==> src/rtl/csi_rx_stream_ctrl_if.sv <==
// Signal bundle between the CSI receive supervision controller and its environment.
// The master side drives run/lock and depacketizer strobes; the slave side is the controller.
interface csi_rx_stream_ctrl_if;
  logic        start;
  logic        clk_locked;
  logic        in_frame;
  logic        in_line;
  logic        pix_vld;
  logic        cam_en;
  logic [2:0]  state;
  logic [11:0] line_cnt;
  logic        frame_ok;
  logic        geom_err;
  logic [15:0] frame_cnt;
  logic [7:0]  err_cnt;

  modport master (
    output start, clk_locked, in_frame, in_line, pix_vld,
    input  cam_en, state, line_cnt, frame_ok, geom_err, frame_cnt, err_cnt
  );

  modport slave (
    input  start, clk_locked, in_frame, in_line, pix_vld,
    output cam_en, state, line_cnt, frame_ok, geom_err, frame_cnt, err_cnt
  );
endinterface

==> src/rtl/csi_rx_stream_ctrl.sv <==
// CSI receive bring-up/supervision FSM: arms the datapath, checks frame geometry, recovers stalls.
// Optional statistics counters are built only when CSI_RX_STREAM_STATS_EN is defined.
module csi_rx_stream_ctrl #(
  parameter int H_BEATS     = 960,
  parameter int V_LINES     = 1080,
  parameter int ARM_CYC     = 16,
  parameter int SOF_TIMEOUT = 1_000_000,
  parameter int HOLD_CYC    = 64,
  parameter int MAX_RETRY   = 3
) (
  input  logic                clock,
  input  logic                reset_n,
  csi_rx_stream_ctrl_if.slave bus
);

  localparam int TMAX_AS = (ARM_CYC > SOF_TIMEOUT) ? ARM_CYC : SOF_TIMEOUT;
  localparam int TMAX    = (TMAX_AS > HOLD_CYC) ? TMAX_AS : HOLD_CYC;
  localparam int TW      = $clog2(TMAX + 1);
  localparam int RW      = $clog2(MAX_RETRY + 2);

  localparam logic [TW-1:0] ARM_LAST  = TW'(ARM_CYC - 1);
  localparam logic [TW-1:0] SOF_LAST  = TW'(SOF_TIMEOUT - 1);
  localparam logic [TW-1:0] HOLD_LAST = TW'(HOLD_CYC - 1);
  localparam logic [RW-1:0] RET_MAX   = RW'(MAX_RETRY);
  localparam logic [15:0]   H_EXP     = 16'(H_BEATS);
  localparam logic [11:0]   V_EXP     = 12'(V_LINES);

  typedef enum logic [2:0] {
    ST_IDLE     = 3'd0,
    ST_ARM      = 3'd1,
    ST_WAIT_SOF = 3'd2,
    ST_STREAM   = 3'd3,
    ST_RECOVER  = 3'd4,
    ST_FAIL     = 3'd5
  } state_e;

  state_e          state_q, state_d, nxt_state;
  logic [TW-1:0]   timer_q, timer_d;
  logic [RW-1:0]   retry_q, retry_d;
  logic [15:0]     beat_q, beat_d;
  logic [11:0]     line_q, line_d;
  logic            ferr_q, ferr_d;
  logic            cam_en_q, cam_en_d;
  logic            frame_ok_q, frame_ok_d;
  logic            geom_err_q, geom_err_d;
  logic            frm_q, frm_p_q, lin_q, lin_p_q, pix_q;
  logic            eof_ok, eof_bad, force_idle;

  // Edges are taken on the registered strobes so every decision is fully registered.
  wire frm_rise = frm_q & ~frm_p_q;
  wire frm_fall = ~frm_q & frm_p_q;
  wire lin_rise = lin_q & ~lin_p_q;
  wire lin_fall = ~lin_q & lin_p_q;
  wire lin_edge = lin_rise | lin_fall;

  assign force_idle = !bus.start ||
                      (!bus.clk_locked && (state_q inside {ST_ARM, ST_WAIT_SOF, ST_STREAM, ST_RECOVER}));
  assign state_d    = force_idle ? ST_IDLE : nxt_state;
  assign frame_ok_d = eof_ok & ~force_idle;
  assign geom_err_d = eof_bad & ~force_idle;
  assign cam_en_d   = (state_d == ST_ARM) || (state_d == ST_WAIT_SOF) || (state_d == ST_STREAM);

  // Next-state and datapath update; the frame check uses the line count including a line closing now.
  always_comb begin
    nxt_state = state_q;
    timer_d   = timer_q;
    retry_d   = retry_q;
    beat_d    = beat_q;
    line_d    = line_q;
    ferr_d    = ferr_q;
    eof_ok    = 1'b0;
    eof_bad   = 1'b0;
    case (state_q)
      ST_IDLE: begin
        timer_d = '0;
        retry_d = '0;
        beat_d  = 16'd0;
        line_d  = 12'd0;
        ferr_d  = 1'b0;
        if (bus.start && bus.clk_locked) nxt_state = ST_ARM;
        else                             nxt_state = ST_IDLE;
      end
      ST_ARM: begin
        if (timer_q == ARM_LAST) begin
          nxt_state = ST_WAIT_SOF;
          timer_d   = '0;
        end else begin
          timer_d = timer_q + TW'(1);
        end
      end
      ST_WAIT_SOF: begin
        if (frm_rise) begin
          nxt_state = ST_STREAM;
          retry_d   = '0;
          line_d    = 12'd0;
          beat_d    = 16'd0;
          ferr_d    = 1'b0;
          timer_d   = '0;
        end else if (timer_q == SOF_LAST) begin
          nxt_state = ST_RECOVER;
          retry_d   = retry_q + RW'(1);
          timer_d   = '0;
        end else begin
          timer_d = timer_q + TW'(1);
        end
      end
      ST_STREAM: begin
        if (pix_q && lin_q && (beat_q != 16'hFFFF)) beat_d = beat_q + 16'd1;
        else                                        beat_d = beat_q;
        if (lin_fall) begin
          if (beat_q != H_EXP) ferr_d = 1'b1;
          else                 ferr_d = ferr_q;
          if (line_q != 12'hFFF) line_d = line_q + 12'd1;
          else                   line_d = line_q;
          beat_d = 16'd0;
        end else begin
          line_d = line_q;
        end
        if (lin_edge) timer_d = '0;
        else          timer_d = timer_q + TW'(1);
        // A rise without a seen fall closes the old frame as bad and opens a new one in place.
        if (frm_fall || frm_rise) begin
          if (!frm_rise && (line_d == V_EXP) && !ferr_d) eof_ok = 1'b1;
          else                                           eof_bad = 1'b1;
          timer_d = '0;
          if (frm_rise) begin
            line_d = 12'd0;
            beat_d = 16'd0;
            ferr_d = 1'b0;
          end else begin
            nxt_state = ST_WAIT_SOF;
          end
        end else if ((timer_q == SOF_LAST) && !lin_edge) begin
          nxt_state = ST_RECOVER;
          retry_d   = retry_q + RW'(1);
          timer_d   = '0;
        end else begin
          nxt_state = ST_STREAM;
        end
      end
      ST_RECOVER: begin
        if (timer_q == HOLD_LAST) begin
          timer_d = '0;
          if (retry_q == RET_MAX) nxt_state = ST_FAIL;
          else                    nxt_state = ST_ARM;
        end else begin
          timer_d = timer_q + TW'(1);
        end
      end
      ST_FAIL: nxt_state = ST_FAIL;
      default: nxt_state = ST_IDLE;
    endcase
  end

  // State, datapath and registered-output flops plus the input sampling stage.
  always_ff @(posedge clock or negedge reset_n) begin
    if (!reset_n) begin
      state_q    <= ST_IDLE;
      timer_q    <= '0;
      retry_q    <= '0;
      beat_q     <= 16'd0;
      line_q     <= 12'd0;
      ferr_q     <= 1'b0;
      cam_en_q   <= 1'b0;
      frame_ok_q <= 1'b0;
      geom_err_q <= 1'b0;
      frm_q      <= 1'b0;
      frm_p_q    <= 1'b0;
      lin_q      <= 1'b0;
      lin_p_q    <= 1'b0;
      pix_q      <= 1'b0;
    end else begin
      state_q    <= state_d;
      timer_q    <= timer_d;
      retry_q    <= retry_d;
      beat_q     <= beat_d;
      line_q     <= line_d;
      ferr_q     <= ferr_d;
      cam_en_q   <= cam_en_d;
      frame_ok_q <= frame_ok_d;
      geom_err_q <= geom_err_d;
      frm_q      <= bus.in_frame;
      frm_p_q    <= frm_q;
      lin_q      <= bus.in_line;
      lin_p_q    <= lin_q;
      pix_q      <= bus.pix_vld;
    end
  end

  assign bus.cam_en   = cam_en_q;
  assign bus.state    = state_q;
  assign bus.line_cnt = line_q;
  assign bus.frame_ok = frame_ok_q;
  assign bus.geom_err = geom_err_q;

`ifdef CSI_RX_STREAM_STATS_EN
  logic [15:0] frame_cnt_q;
  logic [7:0]  err_cnt_q;
  wire rec_entry = (state_d == ST_RECOVER) && (state_q != ST_RECOVER);

  // Good-frame counter wraps; error counter saturates so a flood of faults stays visible.
  always_ff @(posedge clock or negedge reset_n) begin
    if (!reset_n) begin
      frame_cnt_q <= 16'd0;
      err_cnt_q   <= 8'd0;
    end else begin
      if (frame_ok_d) frame_cnt_q <= frame_cnt_q + 16'd1;
      else            frame_cnt_q <= frame_cnt_q;
      if ((geom_err_d || rec_entry) && (err_cnt_q != 8'hFF)) err_cnt_q <= err_cnt_q + 8'd1;
      else                                                   err_cnt_q <= err_cnt_q;
    end
  end

  assign bus.frame_cnt = frame_cnt_q;
  assign bus.err_cnt   = err_cnt_q;
`else
  assign bus.frame_cnt = 16'd0;
  assign bus.err_cnt   = 8'd0;
`endif

endmodule

==> src/flat_wrapper.sv <==
// flat-port wrapper written by rule: the top's interface ports become plain ports
module csi_rx_stream_ctrl_flat 
#(
  parameter int H_BEATS     = 960,
  parameter int V_LINES     = 1080,
  parameter int ARM_CYC     = 16,
  parameter int SOF_TIMEOUT = 1_000_000,
  parameter int HOLD_CYC    = 64,
  parameter int MAX_RETRY   = 3
)
  (clock, reset_n, bus_start, bus_clk_locked, bus_in_frame, bus_in_line, bus_pix_vld, bus_cam_en, bus_state, bus_line_cnt, bus_frame_ok, bus_geom_err, bus_frame_cnt, bus_err_cnt);
  csi_rx_stream_ctrl_if bus_i ();
  input  logic clock;
  input  logic reset_n;
  input wire logic [$bits(bus_i.start)-1:0] bus_start;
  input wire logic [$bits(bus_i.clk_locked)-1:0] bus_clk_locked;
  input wire logic [$bits(bus_i.in_frame)-1:0] bus_in_frame;
  input wire logic [$bits(bus_i.in_line)-1:0] bus_in_line;
  input wire logic [$bits(bus_i.pix_vld)-1:0] bus_pix_vld;
  output wire logic [$bits(bus_i.cam_en)-1:0] bus_cam_en;
  output wire logic [$bits(bus_i.state)-1:0] bus_state;
  output wire logic [$bits(bus_i.line_cnt)-1:0] bus_line_cnt;
  output wire logic [$bits(bus_i.frame_ok)-1:0] bus_frame_ok;
  output wire logic [$bits(bus_i.geom_err)-1:0] bus_geom_err;
  output wire logic [$bits(bus_i.frame_cnt)-1:0] bus_frame_cnt;
  output wire logic [$bits(bus_i.err_cnt)-1:0] bus_err_cnt;
  assign bus_i.start = bus_start;
  assign bus_i.clk_locked = bus_clk_locked;
  assign bus_i.in_frame = bus_in_frame;
  assign bus_i.in_line = bus_in_line;
  assign bus_i.pix_vld = bus_pix_vld;
  assign bus_cam_en = bus_i.cam_en;
  assign bus_state = bus_i.state;
  assign bus_line_cnt = bus_i.line_cnt;
  assign bus_frame_ok = bus_i.frame_ok;
  assign bus_geom_err = bus_i.geom_err;
  assign bus_frame_cnt = bus_i.frame_cnt;
  assign bus_err_cnt = bus_i.err_cnt;
  csi_rx_stream_ctrl #(.H_BEATS(H_BEATS), .V_LINES(V_LINES), .ARM_CYC(ARM_CYC), .SOF_TIMEOUT(SOF_TIMEOUT), .HOLD_CYC(HOLD_CYC), .MAX_RETRY(MAX_RETRY)) u_core (.clock(clock), .reset_n(reset_n), .bus(bus_i));
endmodule
==> config.mk <==
export PLATFORM = sky130hd
export DESIGN_NAME = csi_rx_stream_ctrl_flat
export DESIGN_NICKNAME = d
export VERILOG_FILES = /design/src/rtl/csi_rx_stream_ctrl_if.sv /design/src/rtl/csi_rx_stream_ctrl.sv /design/src/flat_wrapper.sv
export SDC_FILE = /design/constraint.sdc
export NUM_CORES = 1
export LEC_CHECK = 0
export CORE_UTILIZATION = 50
export CTS_CLUSTER_SIZE = 28
export DETAILED_ROUTE_END_ITERATION = 10
export DONT_BUFFER_PORTS = 1
export PLACE_DENSITY = 0.7
export SETUP_SLACK_MARGIN = 0.02
export SYNTH_ARGS = -nofsm -noshare
export SYNTH_HDL_FRONTEND = slang
export SYNTH_SLANG_ARGS = --single-unit
export TNS_END_PERCENT = 50
==> constraint.sdc <==
create_clock -name clock -period 4.1 [get_ports clock]
set_input_delay 0.41 -clock clock [delete_from_list [all_inputs] [get_ports clock]]
set_output_delay 0.41 -clock clock [all_outputs]
set_load 0.005 [all_outputs]
==> results.py <==
metrics = {
    "yosys": {
        "post_synth_and_or_nand_nor_area_fraction_pct": 24.6,
        "synthFlopType": "dfrtp_1",
        "avgSynthCellArea_um2": 8.78,
        "post_synth_instance_area_um2": 4190,
        "synth_top_family_by_area": "compound AO/OA/AOI/OAI gates",
        "synthCells": 477,
        "synth_seq_cells": 63,
        "synth.yosys.warnings": 0,
        "ys_types": 67,
        "async_flop_share_pct": 100,
        "yosys-mux-area-fraction_pct": 1.23,
        "synth-compound-area-share_pct": 24.9,
        "synth_enable_flop_cells": 0,
        "synth-adder-area-share_pct": 2.39,
        "synth-xor-area-share_pct": 0.209,
        "synth.yosys.seq_area_share_pct": 37.7,
    },
    "placement": {
        "io_buffers": 0,
        "gp_routability_congestion": 0.827,
        "place_ws_ps": 1360,
        "dpl.hpwl_mm": 6.28,
        "placed_cells_incl_taps": 554,
        "place_area_um2": 4100,
    },
    "die": {
        "floorplan.initialDensity_pct": 51.2,
        "area_of_the_core_um2": 8180,
        "dieWidth_um": 93.5,
        "num_rows": 33,
        "die_h_um": 93.5,
        "die_area_um2": 8740,
        "io_pins": 49,
    },
    "global_route": {
        "antenna_violations_before_repair": 1,
        "grt_start_max_net_pins": 64,
        "globalRoute.totalOverflow": 0,
        "global_route_wire_length_before_repair_mm": 16.0,
        "gr-usage-all-layers_pct": 23.1,
        "vias_in_the_first_global_route": 3254,
    },
    "worst_setup_path": {
        "cpLargestDelayFamily": "simple AND/OR/NAND/NOR gates",
        "cpMaxStageDelayCell": "nor4_4",
        "path_cells": "ha_1, and3_1, nand4_1, o211a_1, nor4_4, o21ai_1",
        "worstSetupPathType": "register to register",
        "critical_path.max_fanout": 19,
        "cp_num_buf_inv": 0,
        "critPathArrivalTime_ps": 2930,
        "worstSetupPathDepth": 6,
        "required_ps": 4300,
        "critical_path.endpoint_type": "register",
        "worst_r2r_path_depth": 6,
        "start_kind": "register",
        "timing.critical_path.slowest_cell_delay_ps": 720,
    },
    "sta": {
        "setup_ws_ps": 1370,
        "rsz_0062_raised_after_global_routing": "false",
        "timing.slew.headroom_pct": 28.9,
        "clock_skew_ps": 9.28,
        "timing.setup.tns_ps": 0,
        "period_minus_slack_ps": 2730,
        "report.final.setup_viol": 0,
        "clock.fmax_mhz": 366,
        "worst_hold_slack_ps": 91.3,
        "layout_worst_path_cycle_share_pct": 66.7,
        "timing_worst_slew_pin_value_ps": 1060,
        "final-max-slew-violation-count": 0,
        "finalHoldViolations": 0,
    },
    "layout": {
        "finalNonFillerCells": 572,
        "diodes": 0,
        "drive_gt1_share_pct": 6.00,
        "layout.nets": 477,
        "post-route-cell-area_um2": 4360,
        "areaGrowthSynthToFinish_pct": 4.18,
        "final_core_occ_pct": 53.4,
    },
    "power": {
        "power.leakage_nw": 1.74,
        "cell_area_power_density_nw_per_um2": 305,
        "report.power.total_mw": 1.33,
        "vdd_ir_drop_max_uv": 169,
    },
    "clock_network": {
        "clock_sink_count": 63,
        "cts.path.max_buffers": 2,
        "clk_root_buffer_cell": "clkbuf_8",
        "cts.clk_slew.worst_paths_ps": 70,
        "tritoncts.num_buffers": 9,
        "h-tree-depth": 3,
        "cts-resized-gates": 0,
        "clk_latency_ps": 350,
        "cts_tree": "yes",
    },
    "worst_hold_path": {
        "hold_class": "input pin to register",
        "min_path_cells": 0,
    },
    "routing": {
        "detail_route.vias_per_cell": 6.45,
        "drt_iter0_markers": 164,
        "totalWireLength_mm": 9.58,
        "drt.antenna.violating_nets": 0,
        "detailroute.via_count": 3688,
        "drt_first_pass_iters": 5,
        "drc_errors": 0,
        "routedWlPerCell_um": 16.8,
    },
    "job": {
        "timing.max_cap.violations": 0,
    },
    "outcome": {
        "run_status": "finished, final reports clean",
    },
}
-- sequential cells by signal (all words and copies together) (netlist names) --
name,flops
u_core.beat_q,16
u_core.bus.cam_en,1
u_core.bus.frame_ok,1
u_core.bus.geom_err,1
u_core.bus.line_cnt,12
u_core.bus.state,3
u_core.ferr_q,1
u_core.frm_p_q,1
u_core.frm_q,1
u_core.lin_p_q,1
u_core.lin_q,1
u_core.pix_q,1
u_core.retry_q,3
u_core.timer_q,20
-- layer usage --
layer | vias up | GRT usage, % | wire length (um)
met5 | - | 0 | 14
met4 | 2 | 6.03 | 117
met3 | 13 | 6.34 | 573
met2 | 119 | 37.7 | 4570
met1 | 1796 | 30.2 | 4310
li1 | 1758 | - | -
-- cell type report --
type	count	area, um^2
sequential	63	1580
fill	718	3810
tap	105	131
clock buffer	13	159
clock inverter	3	65.1
inverter	15	56.3
multi-input combinational	369	2320
timing repair buffer	4	52.6
-- synthesized netlist by cell type, drive strengths merged (4+ instances only) --
library cell	instances	area, um^2
clkbuf	15	57.6
a41oi	4	35.0
o31ai	15	113
nand3	24	120
or4	6	45.0
mux2i	4	40.0
and3	4	25.0
ha	8	100
nor2	27	101
nor2b	5	31.3
dfrtp	63	1580
and2	7	43.8
o21a	5	37.5
o21ai	36	180
inv	15	56.3
nor3	11	66.3
buf	38	262
nor4	11	105
o211ai	8	60.1
and4	14	123
o31a	6	52.6
a21oi	21	105
o41ai	11	96.3
a31oi	10	62.6
nand4	16	106
nand2b	4	25.0
nand2	43	161
o22ai	4	25.0
-- placed cells by master (no fill, tap or decap), drive strengths merged, types with 3 or more instances in the layout --
| cell | netlist | layout |
|---|---|---|
| inv | 15 | 15 |
| and2 | 7 | 7 |
| and3 | 4 | 4 |
| o22ai | 4 | 4 |
| a31oi | 10 | 10 |
| a41oi | 4 | 4 |
| dfrtp | 63 | 63 |
| a211oi | 3 | 3 |
| o21a | 5 | 5 |
| and4 | 14 | 14 |
| conb | 1 | 24 |
| a21oi | 21 | 21 |
| or4 | 6 | 6 |
| o211ai | 8 | 8 |
| o31ai | 15 | 15 |
| nor2b | 5 | 5 |
| nand4 | 16 | 16 |
| or3 | 3 | 3 |
| o41ai | 11 | 11 |
| clkbuf | 15 | 13 |
| nor3 | 11 | 11 |
| nand3 | 24 | 24 |
| mux2i | 4 | 4 |
| o31a | 6 | 6 |
| o21ai | 36 | 36 |
| nor4 | 11 | 11 |
| nor2 | 27 | 27 |
| nand2b | 4 | 4 |
| ha | 8 | 8 |
| buf | 38 | 3 |
| nand2 | 43 | 43 |
-- timing repair --
item / 4_1_cts / 5_1_grt
buffers inserted: 0 / 0
endpoints found under the hold margin: 63 / 0
hold buffers: 2 / 0
-- cells by family after synthesis --
logic type / Yosys count
buffers and inverters: 68
other: 1
AND/OR/NAND/NOR: 182
flip-flops: 63
AO/OA/AOI/OAI: 149
adder cells (fa/ha/maj): 8
XOR/XNOR: 1
multiplexers: 5
-- where the power goes --
| part | internal (mW) | switching (mW) | leakage (nW) |
|---|---|---|---|
| Sequential | 0.626 | 0.00634 | 0.867 |
| Clock | 0.376 | 0.249 | 0.114 |
| Combinational | 0.0199 | 0.0533 | 0.762 |
-- worst paths after layout --
kind,from,endpoint,slack [ps]
min in group asynchronous,reset_n,u_core.bus.line_cnt[1],590
hold / removal,bus_in_frame,u_core.frm_q,90
hold reg to reg,u_core.frm_q,u_core.frm_p_q,380
setup reg to reg,u_core.timer_q[0],u_core.timer_q[17],1370
setup / recovery,u_core.timer_q[0],u_core.timer_q[17],1370
max in group asynchronous,reset_n,u_core.retry_q[1],3230
Note: power is estimated with default switching activity, not from simulation.
